$ cat src/rtl/seqgen_pkg.sv
// seqgen_pkg: shared state encoding, default parameters and frame length for the pattern generator
//   SEQGEN_PARITY_EN adds one odd-parity bit to every frame.
package seqgen_pkg;
  typedef enum logic [1:0] {IDLE = 2'd0, SEND = 2'd1, GAP = 2'd2} state_t;
  localparam int DEF_PAT_W = 3;
  localparam logic [2:0] DEF_PATTERN = 3'b111;
  localparam int DEF_CNT_W = 8;
  localparam int DEF_GAP_W = 4;
`ifdef SEQGEN_PARITY_EN
  localparam int PAR_BITS = 1;
`else
  localparam int PAR_BITS = 0;
`endif
  function automatic int frame_len(input int pat_w);
    return pat_w + PAR_BITS;
  endfunction
endpackage

$ cat src/rtl/seqgen_down_counter.sv
// seqgen_down_counter: loadable down-counter that stops at zero and flags it
//   clk, rst (async active-low), load/val (load wins), dec, zero (count is 0)
module seqgen_down_counter #(
  parameter int W = 4
) (
  input  logic         clk,
  input  logic         rst,
  input  logic         load,
  input  logic         dec,
  input  logic [W-1:0] val,
  output logic         zero
);
  logic [W-1:0] cnt;
  assign zero = cnt == '0;
  always_ff @(posedge clk or negedge rst)
    if (!rst) cnt <= '0;
    else if (load) cnt <= val;
    else if (dec && !zero) cnt <= cnt - 1'b1;
endmodule

$ cat src/rtl/sequence_pattern_generator.sv
// sequence_pattern_generator: serializes PATTERN MSB-first, repeat_cnt times with gap_len idle cycles between frames
//   in:  clk, rst (async active-low), start, repeat_cnt, gap_len, abort
//   out: dout, dvalid, busy, done (all registered, one cycle behind the FSM state)
//   SEQGEN_PARITY_EN: each frame ends with an odd-parity bit (~^PATTERN)
module sequence_pattern_generator
  import seqgen_pkg::*;
#(
  parameter int              PAT_W   = DEF_PAT_W,
  parameter logic [PAT_W-1:0] PATTERN = PAT_W'(DEF_PATTERN),
  parameter int              CNT_W   = DEF_CNT_W,
  parameter int              GAP_W   = DEF_GAP_W
) (
  input  logic             clk,
  input  logic             rst,
  input  logic             start,
  input  logic [CNT_W-1:0] repeat_cnt,
  input  logic [GAP_W-1:0] gap_len,
  input  logic             abort,
  output logic             dout,
  output logic             dvalid,
  output logic             busy,
  output logic             done
);
  localparam int FL = frame_len(PAT_W);
  localparam int IW = $clog2(FL);
`ifdef SEQGEN_PARITY_EN
  localparam logic [FL-1:0] FRAME = {PATTERN, ~^PATTERN};
`else
  localparam logic [FL-1:0] FRAME = PATTERN;
`endif
  state_t st, st_n;
  logic [FL-1:0] sr;
  logic [GAP_W-1:0] gap_q;
  logic ld_cfg, ld_bit, dec_bit, ld_gap, dec_gap, ld_rep, dec_rep, ld_sr, sh_sr, fin, fin_q;
  logic bit_z, gap_z, rep_z;
  seqgen_down_counter #(.W(IW)) u_bit (
    .clk(clk), .rst(rst), .load(ld_bit), .dec(dec_bit), .val(IW'(FL - 1)), .zero(bit_z)
  );
  seqgen_down_counter #(.W(GAP_W)) u_gap (
    .clk(clk), .rst(rst), .load(ld_gap), .dec(dec_gap), .val(gap_q - 1'b1), .zero(gap_z)
  );
  // holds repetitions remaining after the current frame, so zero means last frame
  seqgen_down_counter #(.W(CNT_W)) u_rep (
    .clk(clk), .rst(rst), .load(ld_rep), .dec(dec_rep),
    .val(repeat_cnt == '0 ? '0 : repeat_cnt - 1'b1), .zero(rep_z)
  );
  always_comb begin
    st_n = st;
    ld_cfg = 1'b0;
    ld_bit = 1'b0;
    dec_bit = 1'b0;
    ld_gap = 1'b0;
    dec_gap = 1'b0;
    ld_rep = 1'b0;
    dec_rep = 1'b0;
    ld_sr = 1'b0;
    sh_sr = 1'b0;
    fin = 1'b0;
    case (st)
      IDLE: if (start && !abort) begin
        st_n = SEND;
        ld_cfg = 1'b1;
        ld_bit = 1'b1;
        ld_rep = 1'b1;
        ld_sr = 1'b1;
      end
      SEND: if (abort) st_n = IDLE;
      else begin
        sh_sr = 1'b1;
        dec_bit = 1'b1;
        if (bit_z) begin
          if (rep_z) begin
            st_n = IDLE;
            fin = 1'b1;
          end else begin
            dec_rep = 1'b1;
            if (gap_q != '0) begin
              st_n = GAP;
              ld_gap = 1'b1;
            end else begin
              ld_bit = 1'b1;
              ld_sr = 1'b1;
            end
          end
        end
      end
      GAP: if (abort) st_n = IDLE;
      else if (gap_z) begin
        st_n = SEND;
        ld_bit = 1'b1;
        ld_sr = 1'b1;
      end else dec_gap = 1'b1;
      default: st_n = IDLE;
    endcase
  end
  always_ff @(posedge clk or negedge rst)
    if (!rst) begin
      st <= IDLE;
      sr <= '0;
      gap_q <= '0;
      fin_q <= 1'b0;
      dout <= 1'b0;
      dvalid <= 1'b0;
      busy <= 1'b0;
      done <= 1'b0;
    end else begin
      st <= st_n;
      sr <= ld_sr ? FRAME : sh_sr ? {sr[FL-2:0], 1'b0} : sr;
      gap_q <= ld_cfg ? gap_len : gap_q;
      // done trails the last bit by one cycle because outputs lag the state
      fin_q <= fin;
      done <= fin_q;
      dout <= st == SEND && !abort && sr[FL-1];
      dvalid <= st == SEND && !abort;
      busy <= st != IDLE && !abort;
    end
endmodule
$ cat config.mk
export PLATFORM = sky130hd
export DESIGN_NAME = sequence_pattern_generator
export DESIGN_NICKNAME = d
export VERILOG_FILES = /design/src/rtl/seqgen_pkg.sv /design/src/rtl/seqgen_down_counter.sv /design/src/rtl/sequence_pattern_generator.sv
export SDC_FILE = /design/constraint.sdc
export NUM_CORES = 1
export LEC_CHECK = 0
export CAP_MARGIN = 15
export CELL_PAD_IN_SITES_DETAIL_PLACEMENT = 0
export CELL_PAD_IN_SITES_GLOBAL_PLACEMENT = 2
export CORE_MARGIN = 4
export CORE_UTILIZATION = 37
export CTS_BUF_LIST = sky130_fd_sc_hd__clkbuf_4 sky130_fd_sc_hd__clkbuf_8
export CTS_CLUSTER_DIAMETER = 30
export DETAILED_ROUTE_END_ITERATION = 8
export PLACE_DENSITY = 0.91
export SYNTH_ARGS = -nofsm -noshare
export SYNTH_HDL_FRONTEND = slang
export SYNTH_SLANG_ARGS = --single-unit
export TNS_END_PERCENT = 30
$ cat constraint.sdc
create_clock -name clk -period 2.6 [get_ports clk]
set_input_delay 0.39 -clock clk [delete_from_list [all_inputs] [get_ports clk]]
set_output_delay 0.39 -clock clk [all_outputs]
set_load 0.01 [all_outputs]
==> flow_metrics.tcl, run 1 <==
set metrics [dict create \
    outcome "finished, final reports clean" \
    syn_nets 175 \
    synth-edff-count 0 \
    hold_violations 0 \
    cts.path.max_buffers 2 \
    core_um2 4090 \
    cts-root-buf "clkbuf_8" \
    post_drt_wl_per_cell_um 13.7 \
    synth_area_leader_cell "dfrtp_1" \
    mostFrequentLayoutCells "dfrtp_1 (28), clkdlybuf4s50_1 (19), nand2_1 (15)" \
    tns_ps 0 \
    min_period_over_period 0.864 \
    netlist_area_um2 1590 \
    cts.sinks 28 \
    drc 0 \
    cts_setup_buffers 0 \
    synth_area_leaders "dfrtp_1 (44%), ha_1 (3.9%), mux2i_1 (3.8%)" \
    dr.first_iter.drc_count 59 \
    start_util 0.389 \
    grt_first_pass_wirelength_um 5750 \
    placed_cell_area_um2 1860 \
    seq_area_frac_synth 0.441 \
    grt_pass1_vias 1234 \
    cp_common_cell "ha_1" \
    cap_violations 0 \
    wl_met1_um 1550 \
    critical_path.cell_chain "inv_1 > ha_1 > or3b_2 > o211ai_4 > mux2i_1 > ha_1 > xnor2_1 > o21ai_1" \
    setup_viol 0 \
    start_kind "flip-flop" \
    critPathRequiredTime_ps 2770 \
    end_kind "flip-flop" \
    vias_per_cell 5.37 \
    nFillCells 398 \
    nets 201 \
    ant_nets 0 \
    first_pass_iters 4 \
    yosysTopAreaCellShare 0.441 \
    min_path_type "flip-flop to flip-flop" \
    ir_drop_uv 418 \
    cp_top_family "simple AND/OR/NAND/NOR gates" \
    async_flop_share 1.00 \
    avgSynthCellArea_um2 10.3 \
    route.met2.wl_um 1450 \
    portBuffers 19 \
    p_leak_nw 0.788 \
    tightestPinTransition_ps 471 \
    clk_pin_slew_ps 90 \
    path_class "flip-flop to flip-flop" \
    worst_path_largest_cell_delay_ps 490 \
    gp_congestion 0.773 \
    synth_cell_types 46 \
    power_per_cell_area_nw_per_um2 852 \
    wl_um 3130 \
    antenna_cells 0 \
    yosys_most_used_dff "dfrtp_1" \
    worst_skew_pair.late_latency_ps 270 \
    critPathBufInv 1 \
    final_common_cell "dfrtp_1" \
    rsz0062_at_grt "no" \
    final.setup_skew_ps 5.76 \
    grt_max_degree 29 \
    post-route-min-period_ps 2250 \
    grtUsageTotal 0.134 \
    cp_max_fo 7 \
    routed.top_layer "met4" \
    final_cell_area_um2 1920 \
    arrival_ps 2410 \
    antenna_found_initial 0 \
    timing.fmax_mhz 445 \
    dieArea_um2 5410 \
    slew_viol_final 0 \
    syn_inst 154 \
    hold_buffers 0 \
    layout-drive-gt1-share 0.134 \
    ys_seq_elements 28 \
    dp_hpwl_um 2460 \
    slowest_stage "or3b_2" \
    overflow 0 \
    via_count 1229 \
    cts_made_buffers 3 \
    die_y_um 73.6 \
    synthToLayoutAreaGrowth_pct 20.6 \
    htree_levels 1 \
    post_cts_resized 0 \
    rows 23 \
    die_w_um 73.6 \
    max_slew_margin 0.683 \
    io_pins 20 \
    wl_met3_um 106 \
    tritoncts "yes" \
    ys_warn_count 0 \
]
cell families after synthesis:
group,Yosys count,share of synthesized area
DFF,28,0.441
adders and majority gates,5,0.0393
muxes,10,0.0661
xor gates and xnor gates,7,0.0386
and+or+nand+nor,60,0.216
buffers and inverters,10,0.0252
AOI/OAI and AO/OA,34,0.174
worst register-to-register path, stage by stage, from the launching register on:
cell and delay, ps:
dfrtp_1 440, inv_1 130, ha_1 190, or3b_2 490, o211ai_4 300, mux2i_1 230
ha_1 180, xnor2_1 120, o21ai_1 70
synth_stat cells (2+ instances only):
library cell and instances:
o21ai_1 2, o22ai_1 2, buf_2 2, inv_1 8, o21ai_0 7, xor2_1 3, ha_1 5, o22a_1 2
dfrtp_1 28, a21oi_1 5, nor2_1 12, mux2_2 4, nand3_1 6, a211oi_1 3, mux2i_1 6, nor3_1 10
xnor2_1 4, nor4_1 3, nand2_1 15
layer usage:
layer  track usage  up-vias
met5             0        -
met3        0.0233        4
met1         0.194      590
li1              -      620
met4        0.0302        0
met2         0.208       15
stage by stage:
stage          utilization  power (W)  std cells  hold WS [ps]  worst slack (ps)
5_1_grt              0.469    0.00179        229           357               205
2_1_floorplan            -    0.00118        154          94.4               538
3_3_place_gp         0.456    0.00135        225           338               176
4_1_cts              0.469    0.00165        229           365               343
3_5_place_dp         0.456    0.00138        225           337              88.7
6_report             0.469    0.00163        229           361               353
power by group:
| part | total, W | internal [W] | switching (W) |
|---|---|---|---|
| Sequential | 0.000778 | 0.000599 | 0.000179 |
| Clock | 0.000268 | 0.000136 | 0.000132 |
| Combinational | 0.000589 | 0.000298 | 0.000291 |
final cells by class:
type,instances,area (um2),area share
timing repair buffer,23,220,0.115
sequential,28,701,0.365
clock buffer,4,55.1,0.0287
multi-input combinational,116,850,0.443
inverter,8,30.0,0.0157
tap,50,62.6,0.0326
flip-flops by register name, indices dropped and copies added (netlist names), 2 cells and up:
register / count
gap_q: 4
sr: 3
st: 2
u_bit.cnt: 2
u_gap.cnt: 4
u_rep.cnt: 8
final timing paths:
check / start / to / slack [ps] / cells after the start
max: u_rep.cnt[0] / u_gap.cnt[2] / 350 / 8
min: fin_q / done / 360 / 0
max reg2reg: u_rep.cnt[0] / u_gap.cnt[2] / 350 / 8
min reg2reg: fin_q / done / 360 / 0
max in group asynchronous: rst / u_bit.cnt[0] / 1850 / 2
min in group asynchronous: rst / u_rep.cnt[5] / 480 / 2
Power figures use the tool's default switching activity.
==> run 2: changes to the inputs <==
Settings changed: CORE_UTILIZATION 37 to 39, GPL_ROUTABILITY_DRIVEN set to 0, HOLD_SLACK_MARGIN set to 0.08, PLACE_DENSITY 0.91 to 0.95.
Clock period 2.6 ns to 2.61 ns, I/O delays scaled along.
==> flow_metrics.tcl, run 2 (synthesis results as in run 1) <==
set metrics [dict create \
    critPathBufInv 1 \
    timing.fmax_mhz 450 \
    dp_hpwl_um 2490 \
    start_kind "flip-flop" \
    portBuffers 19 \
    tritoncts "yes" \
    cts_setup_buffers 0 \
    antenna_cells 0 \
    rows 22 \
    ir_drop_uv 448 \
    p_leak_nw 0.788 \
    slew_viol_final 0 \
    hold_violations 0 \
    grtUsageTotal 0.135 \
    cap_violations 0 \
    tightestPinTransition_ps 454 \
    cp_top_family "simple AND/OR/NAND/NOR gates" \
    top_regs "u_rep.cnt: 8 flops, gap_q: 4 flops, u_gap.cnt: 4 flops" \
    cp_max_fo 7 \
    final_common_cell "dfrtp_1" \
    cts.sinks 28 \
    cts_made_buffers 3 \
    final.setup_skew_ps 2.47 \
    final_cells 227 \
    tns_ps 0 \
    end_kind "flip-flop" \
    dp.cells 223 \
    dr.first_iter.drc_count 89 \
    wl_um 3130 \
    die_y_um 71.9 \
    cts.path.max_buffers 2 \
    drc 0 \
    ant_nets 0 \
    rsz0062_at_grt "no" \
    die_w_um 71.9 \
    power_per_cell_area_nw_per_um2 846 \
    grt_pass1_vias 1228 \
    cts-root-buf "clkbuf_8" \
    clk_pin_slew_ps 90 \
    min_path_type "flip-flop to flip-flop" \
    outcome "finished, final reports clean" \
    min_period_over_period 0.852 \
    worst_path_largest_cell_delay_ps 500 \
    post_drt_wl_per_cell_um 13.8 \
    placed_cell_area_um2 1860 \
    layout-drive-gt1-share 0.134 \
    overflow 0 \
    mostFrequentLayoutCells "dfrtp_1 (28), clkdlybuf4s50_1 (19), nand2_1 (15)" \
    start_util 0.419 \
    path_class "flip-flop to flip-flop" \
    dieArea_um2 5160 \
    slowest_stage "or3b_2" \
    hold_buffers 0 \
    antenna_found_initial 0 \
    worst_hold_slack_ps 366 \
    critical_path.cell_chain "inv_1 > ha_1 > or3b_2 > o211ai_4 > mux2i_1 > ha_1 > xnor2_1 > o21ai_1" \
    max_slew_margin 0.697 \
    via_count 1273 \
    final_cell_area_um2 1920 \
    core_um2 3800 \
    setup_viol 0 \
    worst_skew_pair.late_latency_ps 270 \
    grt_first_pass_wirelength_um 5690 \
    critPathRequiredTime_ps 2770 \
    nets 201 \
    cp_common_cell "ha_1" \
    io_pins 20 \
    grt_max_degree 29 \
    vias_per_cell 5.61 \
    synthToLayoutAreaGrowth_pct 20.5 \
    post_cts_resized 0 \
    top_register "u_rep.cnt" \
    post-route-min-period_ps 2220 \
    largest_reg_flops 8 \
    post-route-util 0.504 \
    htree_levels 1 \
    first_pass_iters 4 \
    arrival_ps 2390 \
]
[run 2: cell counts in the layout (fill, tap and decap cells not counted)]
No cell type changed its count.
[run 2: power by group]
group	total, W	switching, W	internal, W
Sequential	0.000775	0.000178	0.000597
Clock	0.000262	0.000128	0.000135
Combinational	0.000583	0.000287	0.000296
Total	0.00162	0.000592	0.00103
[run 2: path summary, 6_finish.rpt]
kind | startpoint | to | slack (ps) | cells after the start
worst max-delay path | u_rep.cnt[0] | u_gap.cnt[2] | 390 | 8
worst max register to register | u_rep.cnt[0] | u_gap.cnt[2] | 390 | 8
worst min register to register | fin_q | done | 370 | 0
max in group asynchronous | rst | u_gap.cnt[0] | 1850 | 2
worst min-delay path | fin_q | done | 370 | 0
min in group asynchronous | rst | done | 490 | 2
[run 2: final cells by class]
type	instances	area, um2
Timing Repair Buffer	23	220
Sequential cell	28	701
Multi-Input combinational cell	116	850
Inverter	8	30.0
Tap cell	48	60.1
Fill cell	345	1880
Clock buffer	4	55.1
[run 2: routing by layer]
metal	wire length, um	global-route usage	vias to the layer above
li1	-	-	624
met1	1430	0.180	626
met2	1560	0.226	21
met3	124	0.0365	2
met4	12	0.0188	0
met5	0	0	-
[run 2: per-stage QoR]
stage	setup slack [ps]	total power, W
after floorplan	548	0.00118
after global placement	175	0.00135
after detailed placement	129	0.00137
after CTS	379	0.00164
after global routing	224	0.00177
final	387	0.00162
